[src/rtl/mac_pe_ws.sv]
// Weight-stationary systolic MAC cell: double-buffered weight, east/south
// forwarding, signed/unsigned product, saturating add and sticky overflow.
module mac_pe_ws #(
  parameter int bit_width  = 8,
  parameter int acc_width  = 32,
  parameter int mul_stages = 2
) (
  input  logic                 clk,
  input  logic                 reset,
  input  logic                 signed_mode,
  input  logic                 sat_en,
  input  logic                 in_valid,
  input  logic [bit_width-1:0] data_in,
  input  logic [acc_width-1:0] acc_in,
  input  logic [bit_width-1:0] wt_in,
  input  logic                 wt_shift,
  input  logic                 wt_latch,
  input  logic                 ovf_clear,
  output logic [bit_width-1:0] data_out,
  output logic                 data_valid_out,
  output logic [bit_width-1:0] wt_out,
  output logic [acc_width-1:0] acc_out,
  output logic                 out_valid,
  output logic                 ovf_flag
);
  localparam int BW = bit_width;
  localparam int AW = acc_width;
  localparam int PW = 2 * bit_width;

  logic [BW-1:0] shadow_q, shadow_d;
  logic [BW-1:0] active_q, active_d;
  logic [BW-1:0] dout_q, dout_d;
  logic          dv_q;
  logic [AW-1:0] acc_q, acc_d;
  logic          ov_q;
  logic          ovf_q, ovf_d;

  logic signed [PW-1:0] prod_s;
  logic        [PW-1:0] prod_u;
  logic signed [AW-1:0] prod_se;
  logic        [AW-1:0] prod_ze;
  logic        [AW-1:0] prod;

  assign prod_s  = PW'($signed(data_in)) * PW'($signed(active_q));
  assign prod_u  = PW'(data_in) * PW'(active_q);
  assign prod_se = AW'(prod_s);
  assign prod_ze = AW'(prod_u);
  assign prod    = signed_mode ? prod_se : prod_ze;

  logic [AW-1:0] add_prod;
  logic          add_mode;
  logic          add_valid;

  // Two-stage variant registers the product so acc_in arrives one cycle later
  generate
    if (mul_stages == 2) begin : g_pipe
      logic [AW-1:0] p_q;
      logic          m_q;
      logic          v_q;
      always_ff @(posedge clk or posedge reset) begin
        if (reset) begin
          p_q <= '0;
          m_q <= 1'b0;
          v_q <= 1'b0;
        end else begin
          v_q <= in_valid;
          if (in_valid) begin
            p_q <= prod;
            m_q <= signed_mode;
          end
        end
      end
      assign add_prod  = p_q;
      assign add_mode  = m_q;
      assign add_valid = v_q;
    end else begin : g_comb
      assign add_prod  = prod;
      assign add_mode  = signed_mode;
      assign add_valid = in_valid;
    end
  endgenerate

  logic [AW:0]   sum;
  logic [AW-1:0] res;
  logic [AW-1:0] sat_val;
  logic          ovf;

  always_comb begin
    sum     = {1'b0, acc_in} + {1'b0, add_prod};
    res     = sum[AW-1:0];
    ovf     = 1'b0;
    sat_val = '1;
    if (add_mode) begin
      ovf = (acc_in[AW-1] == add_prod[AW-1]) &&
            (res[AW-1] != acc_in[AW-1]);
      sat_val = acc_in[AW-1] ? {1'b1, {(AW-1){1'b0}}}
                             : {1'b0, {(AW-1){1'b1}}};
    end else begin
      ovf = sum[AW];
    end
  end

  always_comb begin
    shadow_d = wt_shift ? wt_in : shadow_q;
    active_d = wt_latch ? shadow_q : active_q;
    dout_d   = in_valid ? data_in : dout_q;
    acc_d    = acc_q;
    if (add_valid) acc_d = (ovf && sat_en) ? sat_val : res;
    ovf_d    = ovf_q;
    if (add_valid && ovf) ovf_d = 1'b1;
    else if (ovf_clear)   ovf_d = 1'b0;
  end

  always_ff @(posedge clk or posedge reset) begin
    if (reset) begin
      shadow_q <= '0;
      active_q <= '0;
      dout_q   <= '0;
      dv_q     <= 1'b0;
      acc_q    <= '0;
      ov_q     <= 1'b0;
      ovf_q    <= 1'b0;
    end else begin
      shadow_q <= shadow_d;
      active_q <= active_d;
      dout_q   <= dout_d;
      dv_q     <= in_valid;
      acc_q    <= acc_d;
      ov_q     <= add_valid;
      ovf_q    <= ovf_d;
    end
  end

  assign data_out       = dout_q;
  assign data_valid_out = dv_q;
  assign wt_out         = shadow_q;
  assign acc_out        = acc_q;
  assign out_valid      = ov_q;
  assign ovf_flag       = ovf_q;
endmodule

[config.mk]
export PLATFORM = sky130hd
export DESIGN_NAME = mac_pe_ws
export DESIGN_NICKNAME = d
export VERILOG_FILES = /design/src/rtl/mac_pe_ws.sv
export SDC_FILE = /design/constraint.sdc
export NUM_CORES = 1
export LEC_CHECK = 0
export ABC_AREA = 0
export CORE_MARGIN = 3
export CORE_UTILIZATION = 55
export CTS_CLUSTER_SIZE = 8
export DETAILED_ROUTE_END_ITERATION = 8
export HOLD_SLACK_MARGIN = 0.1
export PLACE_DENSITY = 0.91
export REMOVE_ABC_BUFFERS = 1
export SYNTH_ARGS = -nofsm -noshare
export SYNTH_HDL_FRONTEND = slang
export SYNTH_SLANG_ARGS = --single-unit
export TNS_END_PERCENT = 20
[constraint.sdc]
create_clock -name clk -period 9.3 [get_ports clk]
set_input_delay 1.86 -clock clk [delete_from_list [all_inputs] [get_ports clk]]
set_output_delay 1.86 -clock clk [all_outputs]
set_load 0.05 [all_outputs]
==> run_results.csv <==
group,metric,value,unit
setup_path,setup.worst_path.start_class,"input pin",
cells_and_area,layout-drive-gt1-share,7.61,%
floorplanning,die_y,135,um
detailed_routing,postRouteAntennaNets,0,
timing,fmax,151,MHz
synth,yosys_register_bits,77,
floorplanning,rows,46,
setup_path,critical_path_class,"in2reg",
clock_tree,cts_resized,0,
power,p_seq_share,13.9,%
synth,yosysWarnings,0,
clock_tree,numCtsBuffers,9,
timing,worstMarginPinSlew,1010,ps
timing,final.setup.tns,0,ps
setup_path,cp-end-kind,"register",
timing,setup_viol,0,
clock_tree,post_cts_buffers,0,
setup_path,cp_max_fo,10,
clock_tree,clockRootBuffer,"clkbuf_16",
setup_path,critPathRequiredTime,9570,ps
timing,fin_skew,6.70,ps
detailed_routing,wl,19800,um
job,drv_cap,0,
clock_tree,cts_hold_buf,0,
clock_tree,cts_num_sinks,77,
clock_tree,h-tree-depth,3,
floorplanning,die_area,18200,um^2
synth,ys_seq_area_share,21.1,%
synth,netlist_area,9140,um^2
synth,async_reset_ff_share,100,%
setup_path,cp-startpoint,"data_in[2]",
power,clkPwrFrac,9.6,%
cells_and_area,fin_util,66.3,%
cells_and_area,areaGrowthSynthToFinish,16.5,%
setup_path,reg2regPathDepth,17,
clock_tree,clockBufferDepth,2,
power,power_frac_comb,76.5,%
detailed_routing,wire_per_inst,15.1,um
grt,grt_max_degree,78,
placed_design,hpwlAfterDp,15900,um
floorplanning,fp.dieW,135,um
power,p_leak,5.05,nW
clock_tree,clk_pin_slew,60,ps
detailed_routing,met3_length,1140,um
power,peakVddDrop,227,uV
synth,synth_area_per_cell,9.15,um^2
synth,synth-edff-count,0,
detailed_routing,first_pass_iters,5,
synth,synth_top_flop_cell,"dfrtp_1",
timing,max_slew_margin,32.7,%
floorplanning,start_util,56.9,%
detailed_routing,viasPerCell,5.53,
synth,synth_cell_types,66,
cells_and_area,multiInputGateArea,6310,um^2
grt,grt_pass1_wl,34100,um
setup_path,r2r_end,"add_prod[15]",
grt,grt_antenna_before_repair,0,
placed_design,io_buffers,106,
cells_and_area,fillCellCount,1219,
synth,syn_inst,998,
clock_tree,cts_tree,"built",
power,internal_power,1.92,mW
setup_path,endpoint,"add_prod[15]",
grt,grt.overflow.total,0,
timing,fin_crit,6640,ps
detailed_routing,wl_met2,9350,um
detailed_routing,met1_length,8980,um
detailed_routing,via_count,7222,
timing,rsz0062_at_grt,"false",
detailed_routing,routed.top_layer,"met4",
clock_tree,clkLatencyLatePin,340,ps
setup_path,crit_arrival,6900,ps
cells_and_area,nets,1317,
timing,slew_viol_final,0,
timing,fin_crit_sh,71.3,%
cells_and_area,ff_latch_area,1930,um^2
setup_path,timing.rr.start,"active_q[6]",
setup_path,reg2reg_slack,4360,ps
cells_and_area,diodes,0,
floorplanning,core_area,16100,um^2
run_status,status,"complete, no violations",
placed_design,gp_congestion,0.906,
hold_path,hold_class,"reg2reg",
grt,grt_pass1_vias,7270,
power,power_density,361,nW/um^2
detailed_routing,route.detailed.drc,0,
power,p_switching,1.92,mW
power,netSwitchingFraction,49.9,%
detailed_routing,first_iter_violations,412,
grt,grt_usage,22.7,%
timing,finalHoldViolations,0,
floorplanning,pin_count,107,
[cells in the mapped netlist (all sizes together) (9+ instances only)]
cell type,count,share of area [%]
a21o,17,1.4
a21oi,56,3.1
and2,38,2.6
buf,9,0.67
clkbuf,23,0.94
dfrtp,77,21
fa,86,19
ha,90,12
inv,200,8.2
mux2,25,3.1
nand2,68,2.8
nand2b,9,0.62
nand3,12,0.66
nor2,50,2.1
nor3,19,1.0
o21ai,34,1.9
o221ai,30,4.9
xnor2,34,3.3
xor2,17,1.6
[worst max-delay path: stages]
cell and delay (ps):
clkdlybuf4s50_1 660, and2_1 230, inv_1 70, fa_1 490, fa_1 560, inv_1 60, fa_1 530, inv_1 60
fa_1 540, inv_1 50, ha_1 320, or2_2 300, a21oi_1 210, a211oi_1 100, nor2_1 130, a21oi_1 90
or4b_1 520, nand4_1 120
[cells by family (layout without fill, tap and decap cells)]
kind of cell               Yosys count  after routing  synth area share (%)
buffers and inverters              233            325                  9.87
AOI/OAI and AO/OA                  202            202                  17.1
muxes                               30             30                  3.63
xor gates and xnor gates            51             51                  4.89
and+or+nand+nor                    229            229                  12.2
DFF                                 77             77                  21.1
adders and majority gates          176            176                  31.2
[how the worst min path moves through the flow]
stage	to	cells past startpoint	startpoint	slack [ps]
2_1_floorplan	add_prod[15]	2	add_prod[15]	460
3_3_place_gp	data_out[6]	1	data_out[6]	490
3_5_place_dp	data_out[4]	1	data_out[4]	500
4_1_cts	add_prod[12]	1	add_prod[12]	510
5_1_grt	add_prod[12]	1	add_prod[12]	530
6_report	acc_out[31]	1	acc_out[31]	500
[metrics by stage]
stage / total power, mW / hold WS (ps) / setup slack, ps / cell area, um^2 / std cells
6_report: 3.84 / 504 / 2660 / 10600 / 1306
5_1_grt: 4.24 / 533 / 2480 / 10600 / 1306
4_1_cts: 3.85 / 515 / 2700 / 10600 / 1306
3_5_place_dp: 3.45 / 499 / 2380 / 10300 / 1290
3_3_place_gp: 3.37 / 490 / 2520 / 10300 / 1290
2_1_floorplan: 2.81 / 463 / 3350 / 8990 / 966
[layout make-up]
type | count | area share, %
flip-flops and latches | 77 | 18.1
clock buffers | 13 | 2.54
well taps | 216 | 2.54
repair buffers | 108 | 10.1
inverters | 201 | 7.10
multi-input cells | 688 | 59.3
clock inverters | 3 | 0.400
[layout by cell type, fill, tap and decap left out, drive strengths merged, types with 8 or more instances in the layout]
cell / Yosys / routed
o21ai: 34 / 34
clkbuf: 23 / 13
a21oi: 56 / 56
a211oi: 8 / 8
fa: 86 / 86
a31oi: 8 / 8
nor2: 50 / 50
mux2: 25 / 25
xor2: 17 / 17
ha: 90 / 90
nand2b: 9 / 9
nand2: 68 / 68
clkdlybuf4s50: 0 / 105
nor3: 19 / 19
o221ai: 30 / 30
xnor2: 34 / 34
dfrtp: 77 / 77
o211ai: 8 / 8
a21o: 17 / 17
and2: 38 / 38
nand3: 12 / 12
inv: 200 / 199
[power by group through the flow]
stage | clock (mW) | combinational (mW) | sequential [mW]
after floorplan | 0 | 2.01 | 0.800
after global placement | 0 | 2.83 | 0.536
after detailed placement | 0 | 2.91 | 0.542
after CTS | 0.375 | 2.94 | 0.536
after global routing | 0.390 | 3.30 | 0.553
final | 0.367 | 2.94 | 0.534
[flip-flops by register name, summed over array words and instances (netlist names)]
register / count
ovf_flag: 1
out_valid: 1
data_valid_out: 1
acc_out: 32
add_mode: 1
wt_out: 8
add_prod: 17
data_out: 8
active_q: 8
[routing by layer]
metal,up-vias,track usage (%)
met5,-,0
met4,0,5.32
met3,35,4.28
met2,240,37.9
met1,3438,30.7
li1,3509,-
No activity file was read; power rests on OpenSTA's default activity.
